### src/rtl/axi_master_write_pkg.sv
// Shared types and constants for the single-beat AXI write master.
package axi_master_write_pkg;

  typedef enum logic [1:0] {
    ST_IDLE = 2'd0,
    ST_SEND = 2'd1,
    ST_RESP = 2'd2
  } state_t;

  localparam logic [1:0] AXI_RESP_OKAY  = 2'b00;
  localparam logic [1:0] AXI_BURST_INCR = 2'b01;
  localparam logic [2:0] AXI_SIZE_WORD  = 3'b010;

  typedef struct packed {
    logic [31:0] addr;
    logic [31:0] data;
    logic [3:0]  strb;
  } wr_req_t;

endpackage

### src/rtl/axi_master_write_fifo.sv
// write_req_fifo: synchronous FIFO of posted store requests (async active-low reset).
// Used by axi_master_write only when WRITE_BUFFER_EN is defined.
module write_req_fifo
  import axi_master_write_pkg::*;
#(
  parameter int DEPTH = 2
) (
  input  logic                       clock,
  input  logic                       reset,
  input  logic                       push,
  input  logic                       pop,
  input  wr_req_t                    din,
  output wr_req_t                    dout,
  output logic                       full,
  output logic                       empty,
  output logic [$clog2(DEPTH):0]     count
);

  localparam int AW = $clog2(DEPTH);
  localparam logic [AW:0] DEPTH_C = (AW+1)'(DEPTH);

  wr_req_t         mem_q [DEPTH];
  wr_req_t         mem_d [DEPTH];
  logic [AW-1:0]   rd_q, rd_d, wr_q, wr_d;
  logic [AW:0]     count_q, count_d;

  // Pointer/count update; DEPTH is a power of two so pointers wrap naturally.
  always_comb begin
    mem_d   = mem_q;
    rd_d    = rd_q;
    wr_d    = wr_q;
    count_d = count_q;
    if (push) begin
      mem_d[wr_q] = din;
      wr_d        = wr_q + 1'b1;
    end
    if (pop) begin
      rd_d = rd_q + 1'b1;
    end
    case ({push, pop})
      2'b10:   count_d = count_q + 1'b1;
      2'b01:   count_d = count_q - 1'b1;
      default: count_d = count_q;
    endcase
  end

  // Control state is reset; storage is not.
  always_ff @(posedge clock or negedge reset) begin
    if (!reset) begin
      rd_q    <= '0;
      wr_q    <= '0;
      count_q <= '0;
    end else begin
      rd_q    <= rd_d;
      wr_q    <= wr_d;
      count_q <= count_d;
    end
  end

  // Entry storage.
  always_ff @(posedge clock) begin
    mem_q <= mem_d;
  end

  assign dout  = mem_q[rd_q];
  assign full  = (count_q == DEPTH_C);
  assign empty = (count_q == '0);
  assign count = count_q;

endmodule

### src/rtl/axi_master_write.sv
// axi_master_write: turns CPU store requests into single-beat AXI4 writes.
// Optional macro WRITE_BUFFER_EN posts stores into a BUF_DEPTH-entry FIFO;
// without it the CPU is held until the write response returns.
module axi_master_write
  import axi_master_write_pkg::*;
#(
  parameter logic [3:0] MASTER_ID = 4'd0,
  parameter int         BUF_DEPTH = 2
) (
  input  logic        clock,
  input  logic        reset,
  input  logic        req_valid,
  input  logic [31:0] req_addr,
  input  logic [31:0] req_data,
  input  logic [3:0]  req_strb,
  output logic        req_ready,
  output logic        busy,
  output logic        bus_err,
  output logic [3:0]  awid,
  output logic [31:0] awaddr,
  output logic [3:0]  awlen,
  output logic [2:0]  awsize,
  output logic [1:0]  awburst,
  output logic        awvalid,
  input  logic        awready,
  output logic [31:0] wdata,
  output logic [3:0]  wstrb,
  output logic        wlast,
  output logic        wvalid,
  input  logic        wready,
  input  logic [3:0]  bid,
  input  logic [1:0]  bresp,
  input  logic        bvalid,
  output logic        bready
);

  state_t  state_q, state_d;
  logic    aw_done_q, aw_done_d;
  logic    w_done_q, w_done_d;
  logic    bus_err_q, bus_err_d;

  wr_req_t req_in;
  wr_req_t head;
  logic    pending;
  logic    pending_after;
  logic    aw_hs, w_hs, b_hs;

  assign req_in = '{addr: req_addr, data: req_data, strb: req_strb};
  assign aw_hs  = awvalid & awready;
  assign w_hs   = wvalid & wready;
  assign b_hs   = bvalid & bready;

`ifdef WRITE_BUFFER_EN
  localparam int CW = $clog2(BUF_DEPTH) + 1;
  logic          fifo_full, fifo_empty, push, pop, accept_ok;
  logic [CW-1:0] fifo_count;

  // Head entry stays in the FIFO while in flight and is popped by its response,
  // so a full FIFO can still accept in the cycle it drains. Zero-strobe stores
  // are accepted but never queued.
  assign pop           = b_hs;
  assign accept_ok     = !fifo_full | pop;
  assign push          = req_valid & accept_ok & (req_strb != 4'b0000);
  assign req_ready     = reset & accept_ok;
  assign pending       = !fifo_empty;
  assign pending_after = (|fifo_count[CW-1:1]) | push;
  assign busy          = (state_q != ST_IDLE) | !fifo_empty;

  write_req_fifo #(.DEPTH(BUF_DEPTH)) u_fifo (
    .clock (clock),
    .reset (reset),
    .push  (push),
    .pop   (pop),
    .din   (req_in),
    .dout  (head),
    .full  (fifo_full),
    .empty (fifo_empty),
    .count (fifo_count)
  );
`else
  // The CPU holds the request, so it is its own payload source. Zero-strobe
  // stores complete at once in IDLE; others release the CPU on the response.
  assign head          = req_in;
  assign pending       = req_valid & (req_strb != 4'b0000);
  assign pending_after = 1'b0;
  assign req_ready     = reset & ((state_q == ST_IDLE & req_valid & (req_strb == 4'b0000)) | b_hs);
  assign busy          = (state_q != ST_IDLE);
`endif

  // State register and sticky flags.
  always_ff @(posedge clock or negedge reset) begin
    if (!reset) begin
      state_q   <= ST_IDLE;
      aw_done_q <= 1'b0;
      w_done_q  <= 1'b0;
      bus_err_q <= 1'b0;
    end else begin
      state_q   <= state_d;
      aw_done_q <= aw_done_d;
      w_done_q  <= w_done_d;
      bus_err_q <= bus_err_d;
    end
  end

  // Next state: AW and W complete independently; leave SEND once both are done.
  always_comb begin
    state_d   = state_q;
    aw_done_d = aw_done_q;
    w_done_d  = w_done_q;
    bus_err_d = bus_err_q;
    case (state_q)
      ST_IDLE: begin
        if (pending) begin
          state_d   = ST_SEND;
          aw_done_d = 1'b0;
          w_done_d  = 1'b0;
        end
      end
      ST_SEND: begin
        if ((aw_done_q | aw_hs) & (w_done_q | w_hs)) begin
          state_d   = ST_RESP;
          aw_done_d = 1'b0;
          w_done_d  = 1'b0;
        end else begin
          aw_done_d = aw_done_q | aw_hs;
          w_done_d  = w_done_q | w_hs;
        end
      end
      ST_RESP: begin
        if (b_hs) begin
          state_d = pending_after ? ST_SEND : ST_IDLE;
        end
      end
      default: state_d = ST_IDLE;
    endcase
    if (b_hs && ((bresp != AXI_RESP_OKAY) || (bid != MASTER_ID))) begin
      bus_err_d = 1'b1;
    end
  end

  // AXI outputs: payload only driven while sending, zero otherwise.
  always_comb begin
    awid    = '0;
    awaddr  = '0;
    awlen   = '0;
    awsize  = '0;
    awburst = '0;
    awvalid = 1'b0;
    wdata   = '0;
    wstrb   = '0;
    wlast   = 1'b0;
    wvalid  = 1'b0;
    bready  = 1'b0;
    if (state_q == ST_SEND) begin
      awid    = MASTER_ID;
      awaddr  = head.addr & 32'hFFFF_FFFC;
      awlen   = 4'd0;
      awsize  = AXI_SIZE_WORD;
      awburst = AXI_BURST_INCR;
      awvalid = !aw_done_q;
      wdata   = head.data;
      wstrb   = head.strb;
      wvalid  = !w_done_q;
      wlast   = !w_done_q;
    end
    if (state_q == ST_RESP) begin
      bready = 1'b1;
    end
  end

  assign bus_err = bus_err_q;

endmodule
### config.mk
export PLATFORM = sky130hd
export DESIGN_NAME = axi_master_write
export DESIGN_NICKNAME = d
export VERILOG_FILES = /design/src/rtl/axi_master_write_pkg.sv /design/src/rtl/axi_master_write_fifo.sv /design/src/rtl/axi_master_write.sv
export SDC_FILE = /design/constraint.sdc
export NUM_CORES = 1
export LEC_CHECK = 0
export BUFFER_PORTS_ARGS = -buffer_cell sky130_fd_sc_hd__buf_2
export CAP_MARGIN = 20
export CORE_AREA = 3 3 65 67
export DETAILED_ROUTE_END_ITERATION = 16
export DIE_AREA = 0 0 68 70
export PLACE_DENSITY_LB_ADDON = 0.12
export SLEW_MARGIN = 30
export SYNTH_ARGS = -nofsm -noshare
export SYNTH_HDL_FRONTEND = slang
export SYNTH_SLANG_ARGS = --single-unit
### constraint.sdc
create_clock -name clock -period 2 [get_ports clock]
set_input_delay 0.1 -clock clock [delete_from_list [all_inputs] [get_ports clock]]
set_output_delay 0.1 -clock clock [all_outputs]
set_load 0.1 [all_outputs]
# Yosys cells after proc, flatten, opt, wreduce, memory -nomap -nowiden
# Index checks and enable logic that the tools add are counted.
[classes]
n_eq_ne = 5
n_mux = 17
bitwise_logic = 11
n_reduce_logical = 13
[ops]
columns = ["operator", "count"]
rows = [
  ["$mux W32", 2],
  ["$and A1 B1 Y1", 8],
  ["$mux W2", 4],
  ["$reduce_bool A4 Y1", 2],
  ["$mux W1", 7],
  ["$ne A2 B2 Y1 const B", 3],
  ["$pmux W2 S3", 1],
  ["$reduce_bool A2 Y1", 3],
  ["$logic_not A4 Y1", 1],
  ["$mux W4", 1],
  ["$pmux W1 S2", 2],
  ["$or A1 B1 Y1", 3],
  ["$reduce_and A3 Y1", 1],
  ["$eq A2 B1 Y1 const B", 1],
  ["$eq A2 B2 Y1 const B", 1],
  ["$logic_not A1 Y1", 2],
  ["$logic_not A2 Y1", 1],
  ["$reduce_and A2 Y1", 1],
  ["$logic_and A1 B1 Y1", 1],
  ["$logic_or A1 B1 Y1", 1],
]
[word_totals]
regBits = 5
in_bits = 80
out_inout_bits = 88
elab_cells = 50

# Longest topological paths before layout
# Gate-level depths: netlist of the first run.
[depth]
ltp_word = 7
depth_mapped = 5
mapped_depth_nobuf = 4

# Worst setup path after synthesis of the first run
# Ideal clock, no wire load.
[synth_timing]
path_type = "register -> output"
start = "reg state_q[1]"
end = "out req_ready"
arrival_ns = 2.751
required_ns = 1.900
setup_slack_ns = -0.851
path_stages_with_launch = 4
path_buffers = 0
cell_sequence = "dfrtp_1 inv_1 a31oi_1 nor3b_1"
[synth_via]
elab_chain_cells = 5
[synth_rtl]
columns = ["item", "line_no", "text"]
rows = [
  ["from (decl)", "axi_master_write.sv:37", "state_t state_q, state_d;"],
  ["from (signal assigned)", "axi_master_write.sv:98", "state_q <= state_d;"],
  ["$eq A2 B2 Y1 or $logic_not A2 Y1 (tied branches)", "axi_master_write.sv:166, axi_master_write.sv:86", ""],
  ["$mux W1 or $and A1 B1 Y1 (tied branches)", "axi_master_write.sv:166, axi_master_write.sv:86", ""],
  ["$and A1 B1 Y1 (on tied branches)", "axi_master_write.sv:51, axi_master_write.sv:86", ""],
  ["$or A1 B1 Y1 (*)", "axi_master_write.sv:86", "assign req_ready = reset & ((state_q == ST_IDLE & req_valid & (req_strb == 4'b0000)) | b_hs);"],
  ["$and A1 B1 Y1 (*)", "axi_master_write.sv:86", ""],
  ["to (decl)", "axi_master_write.sv:16", "output logic req_ready,"],
]
# Every way passes the cells marked *; elsewhere a longest branch is shown, timed or not.

# Final worst setup path of the first run
[layout_timing]
start = "reg state_q[0]"
end = "out awaddr[25]"
[layout_via]
elab_chain_cells = 2
[layout_rtl]
columns = ["item", "line_no", "text"]
rows = [
  ["$eq A2 B1 Y1", "axi_master_write.sv:154", "if (state_q == ST_SEND) begin"],
  ["$mux W32", "axi_master_write.sv:154", ""],
  ["to (decl)", "axi_master_write.sv:20", "output logic [31:0] awaddr,"],
]
# No other way between the ends.

==> results of run 1 <==
-- path summary, 6_finish.rpt --
| path | from | endpoint | slack, ns | cells past startpoint |
|---|---|---|---|---|
| max reg2reg | state_q[0] | state_q[1] | 0.78 | 4 |
| min | bvalid | state_q[1] | 0.10 | 2 |
| min in group asynchronous | reset | aw_done_q | 0.23 | 2 |
| max | state_q[0] | awaddr[25] | 0.22 | 4 |
| max in group asynchronous | reset | bus_err | 1.63 | 2 |
| min reg2reg | bus_err | bus_err | 0.47 | 1 |
-- what timing repair did --
action | in CTS | in global routing
endpoints found under the setup margin | 0 | 2
endpoints found under the hold margin | 5 | 0
resized for setup | 0 | 2
hold buffers | 1 | 0
-- flip-flops by register name, indices dropped and copies added, names as in the netlist --
signal     cells
bus_err        1
state_q        2
w_done_q       1
aw_done_q      1
-- logic make-up after synthesis --
| kind of cell | count (synthesis) | share of synthesized area |
|---|---|---|
| AOI/OAI and AO/OA | 8 | 0.0851 |
| buffers and inverters | 25 | 0.187 |
| DFF | 5 | 0.139 |
| other | 1 | 0.00418 |
| and+or+nand+nor | 85 | 0.584 |
-- area by class of cell --
class                      instances  area, um^2  share of cell area
clock buffer                       4        45.0              0.0175
timing repair buffer             155        1660               0.644
tap                               48        60.1              0.0233
multi-input combinational        106         671               0.260
inverter                           3        16.3             0.00631
sequential                         5         125              0.0486
-- synthesized netlist by cell type --
master	n	area, um^2
o311a_1	1	10.0
inv_4	1	6.26
nor2_2	1	6.26
buf_2	1	5.00
nand2_1	2	7.51
and2_2	1	7.51
nand2b_4	1	13.8
a31o_2	1	8.76
o21ai_0	1	5.00
conb_1	1	3.75
or2_2	1	6.26
and2_1	66	413
buf_4	15	113
nor3b_1	1	7.51
dfrtp_1	5	125
nor2_1	8	30.0
inv_1	2	7.51
buf_6	1	11.3
o41ai_4	1	27.5
a31oi_1	1	6.26
clkbuf_2	5	25.0
nor4_1	2	12.5
nor3_2	2	20.0
o32ai_1	1	8.76
a21oi_1	2	10.0
-- metal layers --
metal / GRT usage / up-vias / part of all wire
met4: 0.0574 / 0 / 0.021
li1: - / 657 / -
met5: 0 / - / 0
met1: 0.213 / 595 / 0.34
met2: 0.338 / 74 / 0.54
met3: 0.0273 / 10 / 0.10
-- stage by stage --
step / hold WS, ns / utilization / cell area [um^2]
2_1_floorplan: -0.196 / - / 963
3_3_place_gp: -0.0752 / 0.682 / 2520
3_5_place_dp: -0.0715 / 0.682 / 2520
4_1_cts: 0.0959 / 0.697 / 2570
5_1_grt: 0.121 / 0.698 / 2580
6_report: 0.101 / 0.698 / 2580
==> run metrics, run 1 <==
CP top delay family buffers and inverters; number of vias per cell between 4 and 5; setup TNS 0 ns; #FFs+latches synth 5; Hold Crit Class primary input to flip-flop; Top Ports between 150 and 200; die area roughly 4800 um^2; Tcrit/Tclk final 0.889; row count 22; DRT Pass-1 Iters 4; startpoint types flip-flop; max_cap viols 0; commonest non-fill, non-tap cell in the layout buf_2; post-synthesis sequential area ratio 0.139; Longest Clk Path Bufs 2; PnR worst setup slack between 0.2 and 0.25 ns; post-CTS setup buffer count 0; final net count around 350; clk_lat worst skew 0.22 ns; pre-CTS setup slack 0.353 ns; CP cell instances nand2b_4 > inv_6 > and2_1 > buf_2; worst path required time between 1.5 and 2 ns; CP max-delay cell dfrtp_1; Max Fclk 562 MHz; Clk Tree Root Cell clkbuf_8; total core area 3690 um^2; vias after detailed routing approximately 1.3k; Fillers around 290; synth unique cells 25; GP Congestion approximately 0.81; detailed placer's ending HPWL 4240 um; Worst path max stage delay about 0.49 ns; commonest cells after routing, fill and taps aside 93 x buf_2, 58 x buf_12, 57 x and2_1; Final ANT Viol Nets 0; CTS tree built; Inst Count DP 316; total CTS buffers 3; Routed WL 4660 um; Buffers & Inverters on Critical Path 2; Worst Path Arrival about 1.7 ns; Diodes inserted 0; effective utilization at floorplan 0.243; first-pass GRT wire length slightly below 7000 um; syn avg cell area between 7 and 8 um^2; clk slew on worst S/H paths roughly 0.040 ns; Final min period approximately 1.8 ns; pin count of the biggest net entering global routing slightly below 60; Gate Count Post-Synth 124; status complete, no violations; Final Slew Violations 0; final setup fails 0; GRT overflow 0; synthesized area 897 um^2; final hold violation count 0; Crit Path Class flip-flop to primary output; vias in the first global route ~1.2k; non-filler cells, final 321; crit-path max FO 57; P&R area growth vs syn 187%; Layout Skew 0.00153 ns; initial antenna violation count 0; YS warnings 0; # clock sinks 5; DR iter-0 viols 19; RSZ-0062 raised after global routing no; layout cells sized above 1 0.652; capturing element type of the critical path primary output; WL/cell around 15 um; die width slightly below 70 um; DRC Markers 0; H-tree Lvls 1; total track usage 0.185; PortBufs ~150; DIE HEIGHT approximately 70 um
Power of run 1 is left out: the tool's default activity adds up to more than one toggle a clock period on the data nets, which glitch-free logic cannot reach.
==> inputs of run 2 (changes only) <==
--- a/config.mk
+++ b/config.mk
@@ -5,6 +5,7 @@
 export SDC_FILE = /design/constraint.sdc
 export NUM_CORES = 1
 export LEC_CHECK = 0
+export ABC_AREA = 1
 export BUFFER_PORTS_ARGS = -buffer_cell sky130_fd_sc_hd__buf_2
 export CAP_MARGIN = 20
 export CORE_AREA = 3 3 65 67
==> run metrics, run 2 <==
startpoint types flip-flop; post-synthesis sequential area ratio 0.123 (-0.0168); final net count 435 (+23%); vias after detailed routing 1539 (+15%); CP cell instances inv_2 > nor2_4 > inv_4 > buf_12 > nor2_4 > buf_2; die width 68 um (unchanged); capturing point of the worst reg2reg path aw_done_q; most common cell in the netlist nor2_1; Layout Skew 0.00325 ns (+0.00172 ns); Final min period 1.90 ns (+0.119 ns); Hold Crit Class primary input to flip-flop; layout cells sized above 1 0.644 (-0.00795); capturing element type of the critical path primary output; GRT overflow 0 (unchanged); Area contributors post-synth nor2_1 28%, inv_1 28%, dfrtp_1 12%, buf_4 11%, buf_6 6.6%; synthesized area 1020 um^2 (+14%); end point of the critical path wdata[4]; Worst Path Arrival 1.80 ns (+0.12 ns); first-pass GRT wire length 5040 um (-26%); syn avg cell area 4.97 um^2 (-31%); Routed WL 3630 um (-22%); DRT Pass-1 Iters 4 (unchanged); vias in the first global route 1269 (+4.9%); Final Cell Area 2270 um^2 (-12%); ys async rst share 1.00 (unchanged); Critical Path Source state_q[0]; CP dominant cell by count nor2_4; # clock sinks 5 (unchanged); Post-synth top flop dfrtp_1; YS warnings 0 (unchanged); worst path required time 1.90 ns (about the same); commonest cells after routing, fill and taps aside 95 x buf_2, 74 x inv_1, 57 x clkbuf_4; Diodes inserted 0 (unchanged); WL/cell 9.02 um (-38%); total track usage 0.129 (-0.0564); Final ANT Viol Nets 0 (unchanged); cell types with the highest counts after synthesis 76 x nor2_1, 75 x inv_1, 15 x buf_4; Crit Path Class flip-flop to primary output; initial antenna violation count 0 (unchanged); #FFs+latches synth 5 (unchanged); total CTS buffers 3 (unchanged); placed inst area 2070 um^2 (-18%); clk slew on worst S/H paths 0.04 ns (about the same); crit-path max FO 28 (-51%); R2R Path Start state_q[0]; max FFs per register 2 (unchanged); Top Ports 168 (unchanged); effective utilization at floorplan 0.276 (+0.0332); synth unique cells 15 (-40%); die area 4760 um^2 (unchanged); Biggest register state_q; post-synth top area cell nor2_1; Tcrit/Tclk final 0.949 (+0.0595); status complete, no violations; detailed placer's ending HPWL 3070 um (-28%); Max Fclk 527 MHz (-6.3%); DRC Markers 0 (unchanged); GP Congestion 0.846 (+4.4%); PortBufs 152 (unchanged); PnR worst setup slack 0.102 ns (-0.119 ns); Clk Tree Root Cell clkbuf_8; commonest non-fill, non-tap cell in the layout buf_2; H-tree Lvls 1 (unchanged); cells on worst reg2reg path 6 (+2); number of vias per cell 3.83 (-8.0%); max_cap viols 0 (unchanged); CTS tree built; DIE HEIGHT 70 um (unchanged); Longest Clk Path Bufs 2 (unchanged); total core area 3690 um^2 (unchanged); DR iter-0 viols 29 (+10); P&R area growth vs syn 123%; CP max-delay cell dfrtp_1; RSZ-0062 raised after global routing no; Final Slew Violations 0 (unchanged); row count 22 (unchanged); pin count of the biggest net entering global routing 38 (-34%); share of Yosys cell area claimed by the top area cell type 0.280 (-0.180); Worst path max stage delay 0.43 ns (-0.06 ns); final setup fails 0 (unchanged); pre-CTS setup slack 0.305 ns (-0.0486 ns); clk_lat worst skew 0.22 ns (about the same); Gate Count Post-Synth 205 (+65%); EDFF count, synth 0 (unchanged); reg2reg setup slack 0.69 ns (-0.09 ns); final hold violation count 0 (unchanged)
-- run 2: cell types whose count changed after synthesis, moves of 5 or more --
cell / before / now
inv_1: 2 / 75
nor2_1: 8 / 76
and2_1: 66 / 0
nand2_1: 2 / 11
nand3_1: 0 / 9
buf_6: 1 / 6
clkbuf_2: 5 / 0
-- run 2: final cells by class --
| class | count | area (um^2) |
|---|---|---|
| fill | 369 | 1420 |
| timing repair buffer | 155 | 953 |
| multi-input combinational | 114 | 798 |
| inverter | 76 | 288 |
| sequential | 5 | 125 |
| tap | 48 | 60.1 |
| clock buffer | 4 | 45.0 |
-- run 2: logic make-up after synthesis --
family | share of synthesized area
flip-flops | 0.123
AND/OR/NAND/NOR | 0.386
other | 0.00368
AO/OA/AOI/OAI | 0.0147
buffers and inverters | 0.472
-- run 2: worst min path at each step --
stage                  start        end  depth (start not counted)
global placement       reset   w_done_q                          1
floorplan              reset  aw_done_q                          0
global route        bresp[0]    bus_err                          4
detailed placement     reset   w_done_q                          1
finish              bresp[0]    bus_err                          4
CTS                  awready   w_done_q                          4
-- run 2: layer usage --
layer	vias up	wire, um	part of all wire	global-route usage
li1	817	-	-	-
met1	628	1130	0.31	0.118
met2	92	1910	0.53	0.263
met3	2	562	0.15	0.0273
met4	0	25	0.0069	0.0397
met5	-	0	0	0
-- run 2: what timing repair did --
item / 4_1_cts / 5_1_grt
hold buffers: 1 / 0
endpoints found under the setup margin: 0 / 57
endpoints found under the hold margin: 5 / 0
resized for setup: 0 / 57
setup buffers: 0 / 0
-- run 2: critical path, delay by kind of cell (launching register included) --
kind / cells / cell delay [ns]
flip-flops: 1 / 0.43
buffers and inverters: 4 / 0.82
AND/OR/NAND/NOR: 2 / 0.30
-- run 2: per-stage QoR --
step / hold slack [ns] / utilization / std cells / TNS [ns]
after global routing: 0.189 / 0.615 / 402 / 0
after global placement: -0.0709 / 0.562 / 397 / 0
after CTS: 0.184 / 0.577 / 402 / 0
final: 0.183 / 0.615 / 402 / 0
after floorplan: -0.196 / - / 217 / -10.18
after detailed placement: -0.0689 / 0.562 / 397 / 0
Power of run 2 is left out for the same reason.
==> inputs of run 3 (changes only) <==
--- a/config.mk
+++ b/config.mk
@@ -6,11 +6,11 @@
 export NUM_CORES = 1
 export LEC_CHECK = 0
 export ABC_AREA = 1
-export BUFFER_PORTS_ARGS = -buffer_cell sky130_fd_sc_hd__buf_2
 export CAP_MARGIN = 20
-export CORE_AREA = 3 3 65 67
+export CORE_AREA = 3 3 63 65
 export DETAILED_ROUTE_END_ITERATION = 16
-export DIE_AREA = 0 0 68 70
+export DIE_AREA = 0 0 66 68
+export DONT_BUFFER_PORTS = 1
 export PLACE_DENSITY_LB_ADDON = 0.12
 export SLEW_MARGIN = 30
 export SYNTH_ARGS = -nofsm -noshare
==> run metrics, run 3 (synthesis results as in run 2) <==
vias in the first global route 1433 (+13%); # clock sinks 5 (unchanged); commonest cells after routing, fill and taps aside 74 x inv_1, 69 x buf_12, 35 x nor2_4, 35 x nor2_2, 13 x conb_1; WL/cell 13.9 um (+54%); Fillers 209 (-43%); total core area 3390 um^2 (-8.1%); multi-input logic area 801 um^2 (+0.31%); max_slew headroom 0.401; R2R Path Start state_q[0]; effective utilization at floorplan 0.301 (+0.0244); clk_lat worst skew 0.25 ns (+0.03 ns); die width 66 um (-2.9%); setup TNS 0 ns (unchanged); hold path cells 3 (-1); RSZ-0062 raised after global routing no; Final Slew Violations 0 (unchanged); GP Congestion 0.689 (-19%); Diodes inserted 0 (unchanged); capturing element type of the critical path primary output; Worst Path Arrival 1.67 ns (-0.13 ns); CP max-delay cell dfrtp_1; Crit Path Class flip-flop to primary output; Critical Path Source state_q[0]; GRT overflow 0 (unchanged); DRC Markers 0 (unchanged); min-delay src awready; Longest Clk Path Bufs 2 (unchanged); die area 4490 um^2 (-5.7%); Tcrit/Tclk final 0.887 (-0.0619); CTS tree built; row count 21 (-4.5%); Max Fclk 564 MHz (+7.0%); Hold Crit Class primary input to flip-flop; Layout Skew 0.00643 ns (+0.00318 ns); cells on worst reg2reg path 7 (+1); post-CTS setup buffer count 0 (unchanged); final hold violation count 0 (unchanged); Buffers & Inverters on Critical Path 4 (unchanged); Worst-Margin Slew about 0.9 ns; final net count 356 (-18%); Biggest register state_q; capturing point of the worst reg2reg path state_q[1]; reg2reg setup slack 0.39 ns (-0.30 ns); Routed WL 4470 um (+23%); Final min period 1.77 ns (-0.124 ns); DIE HEIGHT 68 um (-2.9%); Min-Delay Endpoint w_done_q; commonest non-fill, non-tap cell in the layout inv_1; CP cell instances inv_2 > nor2_4 > inv_4 > buf_4 > nor2_2 > buf_12; initial antenna violation count 0 (unchanged); total CTS buffers 3 (unchanged); Final ANT Viol Nets 0 (unchanged); Clk Tree Root Cell clkbuf_4; first-pass GRT wire length 6480 um (+29%); vias after detailed routing 1368 (-11%); Top Ports 168 (unchanged); total track usage 0.186 (+0.0572); register area 125 um^2 (unchanged); P&R area growth vs syn 168%; H-tree Lvls 1 (unchanged); DR iter-0 viols 51 (+76%); CP top delay family buffers and inverters; max_cap viols 0 (unchanged); layout cells sized above 1 0.545 (-0.0986); startpoint types flip-flop; pin count of the biggest net entering global routing 28 (-26%); Worst path max stage delay 0.45 ns (+0.02 ns); clk slew on worst S/H paths 0.05 ns (about the same); number of vias per cell 4.26 (+11%); PortBufs 0 (-100%); final setup fails 0 (unchanged); crit-path max FO 26 (-7.1%); max FFs per register 2 (unchanged); detailed placer's ending HPWL 4080 um (+33%); status complete, no violations; DRT Pass-1 Iters 4 (unchanged); worst path required time 1.90 ns (about the same)
-- run 3: worst max-delay path by stage --
stage	to	slack, ns	depth (start not counted)
final	wdata[18]	0.23	6
after global routing	wdata[18]	0.14	6
after CTS	wdata[3]	0.23	6
after detailed placement	state_q[1]	0.42	7
after global placement	state_q[1]	0.49	7
after floorplan	awaddr[2]	-0.29	5
-- run 3: metrics by stage --
| stage | setup WS [ns] | cells | utilization | area [um^2] | hold WS [ns] |
|---|---|---|---|---|---|
| 2_1_floorplan | -0.290 | 217 | - | 1420 | -0.196 |
| 3_3_place_gp | 0.491 | 316 | 0.796 | 2700 | -0.195 |
| 3_5_place_dp | 0.422 | 316 | 0.796 | 2700 | -0.195 |
| 4_1_cts | 0.233 | 321 | 0.807 | 2730 | 0.0693 |
| 5_1_grt | 0.141 | 321 | 0.807 | 2730 | 0.0939 |
| 6_report | 0.226 | 321 | 0.807 | 2730 | 0.0828 |
-- run 3: area by class of cell --
type	instances	share of cell area
Clock buffer	4	0.00961
Inverter	76	0.105
Multi-Input combinational cell	114	0.293
Sequential cell	5	0.0458
Tap cell	46	0.0211
Timing Repair Buffer	76	0.525
-- run 3: worst reg2reg max path, stage by stage, from the launching register on --
cell     delay [ns]
dfrtp_1        0.45
inv_2          0.07
nor2_4         0.15
buf_4          0.52
nand3_1        0.15
nand3_1        0.10
nand2_1        0.05
inv_1          0.05
-- run 3: layer usage --
layer  share of wire  vias to the layer above  track usage
met3            0.10                        7       0.0427
li1                -                      659            -
met5               0                        -            0
met4           0.017                        0       0.0635
met2            0.61                      101        0.417
met1            0.27                      601        0.154
-- run 3: repair_timing --
action                                 CTS  global route
endpoints found under the hold margin    5             0
hold buffers                             1             0
resized for setup                        0             0
Power of run 3 is left out for the same reason.
